--- config.mk ---
export PLATFORM = sky130hd
export DESIGN_NAME = cipher_core_arbiter_flat
export DESIGN_NICKNAME = d
export VERILOG_FILES = /design/src/rtl/cipher_core_arbiter_if.sv /design/src/rtl/cipher_core_arbiter.sv /design/src/flat_wrapper.sv
export SDC_FILE = /design/constraint.sdc
export NUM_CORES = 1
export LEC_CHECK = 0
export ABC_AREA = 1
export CELL_PAD_IN_SITES_DETAIL_PLACEMENT = 1
export CELL_PAD_IN_SITES_GLOBAL_PLACEMENT = 2
export CORE_AREA = 2 2 301 303
export CTS_CLUSTER_DIAMETER = 100
export DETAILED_ROUTE_END_ITERATION = 8
export DIE_AREA = 0 0 303 305
export GPL_ROUTABILITY_DRIVEN = 0
export MAX_ROUTING_LAYER = met4
export PLACE_DENSITY = 0.74
export SLEW_MARGIN = 0
export SYNTH_ARGS = -nofsm -noshare
export SYNTH_HDL_FRONTEND = slang
export SYNTH_SLANG_ARGS = --single-unit
--- constraint.sdc ---
create_clock -name clk -period 17.4 [get_ports clk]
set_input_delay 4.35 -clock clk [delete_from_list [all_inputs] [get_ports clk]]
set_output_delay 4.35 -clock clk [all_outputs]
set_load 0.005 [all_outputs]
--- src/rtl/cipher_core_arbiter_if.sv ---
// Requester, response and core handshake bundle for the shared cipher core arbiter.
interface cipher_core_arbiter_if #(
  parameter int unsigned WIDTH = 128
);
  logic             req0_valid;
  logic             req0_ready;
  logic [WIDTH-1:0] req0_block;
  logic             resp0_valid;
  logic             resp0_ready;
  logic [WIDTH-1:0] resp0_block;
  logic             req1_valid;
  logic             req1_ready;
  logic [WIDTH-1:0] req1_block;
  logic             resp1_valid;
  logic             resp1_ready;
  logic [WIDTH-1:0] resp1_block;
  logic             core_in_valid;
  logic             core_in_ready;
  logic [WIDTH-1:0] core_in_block;
  logic             core_out_valid;
  logic             core_out_ready;
  logic [WIDTH-1:0] core_out_block;

  // Arbiter side.
  modport slave (
    input  req0_valid, req0_block, resp0_ready,
    input  req1_valid, req1_block, resp1_ready,
    output req0_ready, resp0_valid, resp0_block,
    output req1_ready, resp1_valid, resp1_block,
    output core_in_valid, core_in_block, core_out_ready,
    input  core_in_ready, core_out_valid, core_out_block
  );

  // Requester/core side.
  modport master (
    output req0_valid, req0_block, resp0_ready,
    output req1_valid, req1_block, resp1_ready,
    input  req0_ready, resp0_valid, resp0_block,
    input  req1_ready, resp1_valid, resp1_block,
    input  core_in_valid, core_in_block, core_out_ready,
    output core_in_ready, core_out_valid, core_out_block
  );
endinterface

--- src/rtl/cipher_core_arbiter.sv ---
// Round-robin arbiter sharing one block cipher core between two requesters,
// one transaction in flight, with a watchdog that aborts a stalled core.
module cipher_core_arbiter #(
  parameter int unsigned WIDTH   = 128,
  parameter int unsigned TIMEOUT = 64,
  parameter int unsigned TW      = 16
) (
  input  logic                  clk,
  input  logic                  rst,
  cipher_core_arbiter_if.slave  bus,
  output logic                  busy,
  output logic                  grant,
  output logic                  timeout_err
);

  typedef enum logic [1:0] {S_IDLE, S_ISSUE, S_WAIT, S_RESP} state_t;

  state_t           state;
  state_t           state_nxt;
  logic             last_grant;
  logic [TW-1:0]    wd;
  logic [WIDTH-1:0] blk;
  logic [WIDTH-1:0] res;
  logic             sel;
  logic             accept;
  logic             issue_xfer;
  logic             result_hit;
  logic             wd_expire;
  logic             resp_xfer;

  assign bus.core_in_block = blk;
  assign bus.resp0_block   = res;
  assign bus.resp1_block   = res;

  // Next-state decode plus the combinational ready signals.
  always_comb begin
    state_nxt          = state;
    accept             = 1'b0;
    issue_xfer         = 1'b0;
    result_hit         = 1'b0;
    wd_expire          = 1'b0;
    resp_xfer          = 1'b0;
    bus.req0_ready     = 1'b0;
    bus.req1_ready     = 1'b0;
    bus.core_out_ready = 1'b0;
    // Tie goes to the port that did not win last; otherwise the lone valid one.
    if (bus.req0_valid && bus.req1_valid) sel = ~last_grant;
    else                                  sel = bus.req1_valid;
    if (!rst) begin
      case (state)
        S_IDLE: begin
          // A stray core result here is accepted and dropped.
          bus.core_out_ready = 1'b1;
          bus.req0_ready     = ~sel & bus.req0_valid;
          bus.req1_ready     = sel & bus.req1_valid;
          accept             = bus.req0_ready | bus.req1_ready;
          if (accept) state_nxt = S_ISSUE;
        end
        S_ISSUE: begin
          issue_xfer = bus.core_in_valid & bus.core_in_ready;
          if (issue_xfer) state_nxt = S_WAIT;
        end
        S_WAIT: begin
          bus.core_out_ready = 1'b1;
          if (bus.core_out_valid) begin
            result_hit = 1'b1;
            state_nxt  = S_RESP;
          end else if (wd == TW'(TIMEOUT - 1)) begin
            wd_expire = 1'b1;
            state_nxt = S_IDLE;
          end
        end
        S_RESP: begin
          resp_xfer = grant ? (bus.resp1_valid & bus.resp1_ready)
                            : (bus.resp0_valid & bus.resp0_ready);
          if (resp_xfer) state_nxt = S_IDLE;
        end
        default: state_nxt = S_IDLE;
      endcase
    end
  end

  // State register.
  always_ff @(posedge clk or posedge rst) begin
    if (rst) state <= S_IDLE;
    else     state <= state_nxt;
  end

  // Datapath, watchdog and registered outputs.
  always_ff @(posedge clk or posedge rst) begin
    if (rst) begin
      blk               <= '0;
      res               <= '0;
      wd                <= '0;
      grant             <= 1'b0;
      last_grant        <= 1'b1;
      busy              <= 1'b0;
      timeout_err       <= 1'b0;
      bus.core_in_valid <= 1'b0;
      bus.resp0_valid   <= 1'b0;
      bus.resp1_valid   <= 1'b0;
    end else begin
      busy              <= (state_nxt != S_IDLE);
      timeout_err       <= wd_expire;
      bus.core_in_valid <= (state_nxt == S_ISSUE);
      bus.resp0_valid   <= (state_nxt == S_RESP) & ~grant;
      bus.resp1_valid   <= (state_nxt == S_RESP) & grant;
      if (accept) begin
        blk   <= sel ? bus.req1_block : bus.req0_block;
        grant <= sel;
      end
      if (issue_xfer) wd <= '0;
      else if ((state == S_WAIT) && !result_hit && !wd_expire) wd <= wd + TW'(1);
      if (result_hit) res <= bus.core_out_block;
      if (wd_expire || resp_xfer) last_grant <= grant;
    end
  end

endmodule

--- src/flat_wrapper.sv ---
// flat-port wrapper written by rule: the top's interface ports become plain ports
module cipher_core_arbiter_flat 
#(
  parameter int unsigned WIDTH   = 128,
  parameter int unsigned TIMEOUT = 64,
  parameter int unsigned TW      = 16
)
  (clk, rst, busy, grant, timeout_err, bus_req0_valid, bus_req0_block, bus_resp0_ready, bus_req1_valid, bus_req1_block, bus_resp1_ready, bus_req0_ready, bus_resp0_valid, bus_resp0_block, bus_req1_ready, bus_resp1_valid, bus_resp1_block, bus_core_in_valid, bus_core_in_block, bus_core_out_ready, bus_core_in_ready, bus_core_out_valid, bus_core_out_block);
  cipher_core_arbiter_if #(.WIDTH(WIDTH)) bus_i ();
  input  logic clk;
  input  logic rst;
  output logic busy;
  output logic grant;
  output logic timeout_err;
  input wire logic [$bits(bus_i.req0_valid)-1:0] bus_req0_valid;
  input wire logic [$bits(bus_i.req0_block)-1:0] bus_req0_block;
  input wire logic [$bits(bus_i.resp0_ready)-1:0] bus_resp0_ready;
  input wire logic [$bits(bus_i.req1_valid)-1:0] bus_req1_valid;
  input wire logic [$bits(bus_i.req1_block)-1:0] bus_req1_block;
  input wire logic [$bits(bus_i.resp1_ready)-1:0] bus_resp1_ready;
  output wire logic [$bits(bus_i.req0_ready)-1:0] bus_req0_ready;
  output wire logic [$bits(bus_i.resp0_valid)-1:0] bus_resp0_valid;
  output wire logic [$bits(bus_i.resp0_block)-1:0] bus_resp0_block;
  output wire logic [$bits(bus_i.req1_ready)-1:0] bus_req1_ready;
  output wire logic [$bits(bus_i.resp1_valid)-1:0] bus_resp1_valid;
  output wire logic [$bits(bus_i.resp1_block)-1:0] bus_resp1_block;
  output wire logic [$bits(bus_i.core_in_valid)-1:0] bus_core_in_valid;
  output wire logic [$bits(bus_i.core_in_block)-1:0] bus_core_in_block;
  output wire logic [$bits(bus_i.core_out_ready)-1:0] bus_core_out_ready;
  input wire logic [$bits(bus_i.core_in_ready)-1:0] bus_core_in_ready;
  input wire logic [$bits(bus_i.core_out_valid)-1:0] bus_core_out_valid;
  input wire logic [$bits(bus_i.core_out_block)-1:0] bus_core_out_block;
  assign bus_i.req0_valid = bus_req0_valid;
  assign bus_i.req0_block = bus_req0_block;
  assign bus_i.resp0_ready = bus_resp0_ready;
  assign bus_i.req1_valid = bus_req1_valid;
  assign bus_i.req1_block = bus_req1_block;
  assign bus_i.resp1_ready = bus_resp1_ready;
  assign bus_req0_ready = bus_i.req0_ready;
  assign bus_resp0_valid = bus_i.resp0_valid;
  assign bus_resp0_block = bus_i.resp0_block;
  assign bus_req1_ready = bus_i.req1_ready;
  assign bus_resp1_valid = bus_i.resp1_valid;
  assign bus_resp1_block = bus_i.resp1_block;
  assign bus_core_in_valid = bus_i.core_in_valid;
  assign bus_core_in_block = bus_i.core_in_block;
  assign bus_core_out_ready = bus_i.core_out_ready;
  assign bus_i.core_in_ready = bus_core_in_ready;
  assign bus_i.core_out_valid = bus_core_out_valid;
  assign bus_i.core_out_block = bus_core_out_block;
  cipher_core_arbiter #(.WIDTH(WIDTH), .TIMEOUT(TIMEOUT), .TW(TW)) u_core (.clk(clk), .rst(rst), .bus(bus_i), .busy(busy), .grant(grant), .timeout_err(timeout_err));
endmodule
==> results.sh <==
export IMPL_outcome="finished with violations"
export IMPL_violations="DRC"
export IMPL_fillers=10542
export IMPL_max_slew_margin_rel=0.3050
export IMPL_hpwl_um=46110
export IMPL_path_buf_inv=3
export IMPL_clock_latency_ns=0.55
export IMPL_crit_fanout=4
export IMPL_syn_area_sq_um=13070
export IMPL_power_density_nw_per_um2=163.3
export IMPL_critPathMostFrequentCell="clkdlybuf4s50_1"
export IMPL_endpoint_kind="output port"
export IMPL_gr_usage_all_layers=0.1327
export IMPL_cap_violations=0
export IMPL_start_util=0.1463
export IMPL_routed_via_density=3.784
export IMPL_cts_setup_buffers=0
export IMPL_drv_slew=0
export IMPL_critPathRequiredTime_ns=13.05
export IMPL_synth_xor_area_share=0.004021
export IMPL_r2r_start="u_core.state[0]"
export IMPL_core_sq_um=89320
export IMPL_hold_class="reg2reg"
export IMPL_ys_types=28
export IMPL_fin_skew_ns=0.01662
export IMPL_routedWlPerCell_um=18.18
export IMPL_antenna_found_initial=3
export IMPL_dieWidth_um=303
export IMPL_setup_violations=0
export IMPL_first_pass_iters=7
export IMPL_synth_mux_area_frac=0
export IMPL_synth_seq_cells=281
export IMPL_ys_seq_area_frac=0.5382
export IMPL_grt_pass1_vias=13686
export IMPL_routed_wl_um=62220
export IMPL_critPathArrivalTime_ns=5.87
export IMPL_synth_top_family_by_area="simple AND/OR/NAND/NOR gates"
export IMPL_cts_tree="built"
export IMPL_dpl_cell_area_sq_um=21130
export IMPL_final_common_cell="clkdlybuf4s50_1"
export IMPL_yosysTopAreaCellShare=0.5362
export IMPL_cts_path_max_buffers=3
export IMPL_nNetsFinal=2612
export IMPL_tightest_slew_ns=1.042
export IMPL_synthSimpleGateAreaFrac=0.2437
export IMPL_max_stage_delay_ns=0.58
export IMPL_yosys_warnings=0
export IMPL_leakage_nw=9.691
export IMPL_final_cell_mix="clkdlybuf4s50_1 (784), nand2_1 (590), dfrtp_1 (280)"
export IMPL_critPathLaunch="rst"
export IMPL_drcViolationCount=50
export IMPL_fin_setup_tns_ns=0
export IMPL_synth_cells=1600
export IMPL_htreeDepth=2
export IMPL_die_area_sq_um=92420
export IMPL_cts_made_buffers=39
export IMPL_ff_latch_area_sq_um=7033
export IMPL_finalCritPeriodShare=0.5874
export IMPL_synthAdderAreaFrac=0.0009575
export IMPL_fp_dieH_um=305
export IMPL_area_growth_pct=71.58
export IMPL_initialDrtViolationCount=598
export IMPL_design_area_sq_um=22420
export IMPL_grt_max_degree=136
export IMPL_slowest_stage="clkdlybuf4s50_1"
export IMPL_numClockSinks=281
export IMPL_vias=12954
export IMPL_drive_above_1_share=0.04274
export IMPL_fin_crit_ns=10.22
export IMPL_cts_hold_buf=0
export IMPL_ir_drop_mv=0.06438
export IMPL_io_pins=785
export IMPL_post_cts_resized=0
export IMPL_multiInputGateArea_sq_um=4581
export IMPL_grt_first_pass_wirelength_um=89870
export IMPL_hold_path_startpoint="u_core.bus.core_in_block[40]"
export IMPL_synth_fp_nets=1993
export IMPL_rsz0062_at_grt="false"
export IMPL_post_route_util=0.2510
export IMPL_setup_worst_path_class="in2out"
export IMPL_start_kind="input pin"
export IMPL_cp_top_family="buffers and inverters"
export IMPL_io_buffers=784
export IMPL_finalHoldViolCount=0
export IMPL_cts_root_buf="clkbuf_16"
export IMPL_synth_compound_area_frac=0.1005
export IMPL_cts_clk_slew_worst_paths_ns=0.05
export IMPL_synth_area_leaders="dfrtp_1 (54%), nand2_1 (17%), buf_4 (7.5%), o21ai_0 (4.9%), o21ai_1 (4.9%)"
export IMPL_rows=110
export IMPL_syn_area_per_cell_sq_um=8.167
export IMPL_synth_top_area_cell="dfrtp_1"
export IMPL_ant_nets=0
export IMPL_crit_chain="clkdlybuf4s50_1 -> nor3_2 -> inv_2 -> nor2_1 -> clkdlybuf4s50_1"
export IMPL_overflow=0
export IMPL_fmax_mhz=97.84
-- layout make-up --
type                    instances  area share
repair buffers                795      0.3542
flip-flops and latches        281      0.3137
multi-input cells            1078      0.2043
well taps                    1176     0.06562
clock buffers                  54     0.05151
clock inverters                14    0.005859
inverters                      24    0.004688
diodes                          1   0.0001116
-- synth_stat cells --
cell type / n
nor3_1: 1
inv_2: 2
buf_2: 57
o21ai_1: 128
nor2_4: 1
xor2_1: 6
a21oi_1: 2
nand4_1: 8
nand3_1: 33
nand2_4: 1
dfstp_2: 1
o21bai_1: 3
or2_2: 2
dfrtp_1: 280
nand2_2: 1
nor2_1: 163
buf_6: 1
nand3_2: 2
nor3_4: 1
nand4_4: 1
inv_1: 22
nor2_2: 4
buf_4: 130
nor3_2: 1
ha_1: 1
clkbuf_1: 29
o21ai_0: 128
nand2_1: 591
-- final timing paths --
check	end	slack, ns	depth (start not counted)
setup / recovery	bus_req1_ready	7.18	5
hold / removal	u_core.bus.core_in_block[40]	0.48	2
setup reg to reg	u_core.bus.core_in_block[19]	14.56	7
hold reg to reg	u_core.bus.core_in_block[40]	0.48	2
max in group asynchronous	u_core.bus.resp0_block[76]	11.53	3
min in group asynchronous	u_core.bus.core_in_valid	4.41	2
-- stage by stage --
step                      worst slack (ns)  hold WS, ns  instances  power (mW)
after floorplan                      5.224       0.4666       1600       1.829
after detailed placement             7.161       0.4740       3354       2.896
final                                7.179       0.4836       3423       3.663
after global placement               7.156       0.4642       3354       2.877
after CTS                            7.159       0.4881       3422       3.753
after global routing                 7.081       0.5110       3423       3.925
-- power by group --
part	leakage (nW)	internal (mW)	switching, mW
Clock	0.645	0.492	0.325
Sequential	3.53	0.961	0.273
Combinational	5.51	0.963	0.649
-- layer usage --
layer  global-route usage  share of wire
met5                    -              0
met2               0.2251           0.49
met4              0.04262          0.030
met1               0.1477           0.39
met3              0.04021          0.087
-- flip-flops by register name, indices dropped and copies added (netlist names) --
register / cells
u_core.bus.core_in_block: 128
u_core.bus.core_in_valid: 1
u_core.bus.resp0_block: 128
u_core.bus.resp0_valid: 1
u_core.bus.resp1_valid: 1
u_core.busy: 1
u_core.grant: 1
u_core.last_grant: 1
u_core.state: 2
u_core.timeout_err: 1
u_core.wd: 16
-- cells by family after synthesis --
logic type / Yosys count
and+or+nand+nor: 810
DFF: 281
AOI/OAI and AO/OA: 261
buffers and inverters: 241
xor gates and xnor gates: 6
adders and majority gates: 1
-- worst reg2reg max path, stage by stage (launching register included) --
cell and delay, ns:
dfrtp_1 0.48, nor3_2 0.24, inv_2 0.09, nor2_4 0.11, buf_4 0.50, buf_4 0.74
o21ai_0 0.39, o21ai_1 0.21
Power figures use the tool's default switching activity.
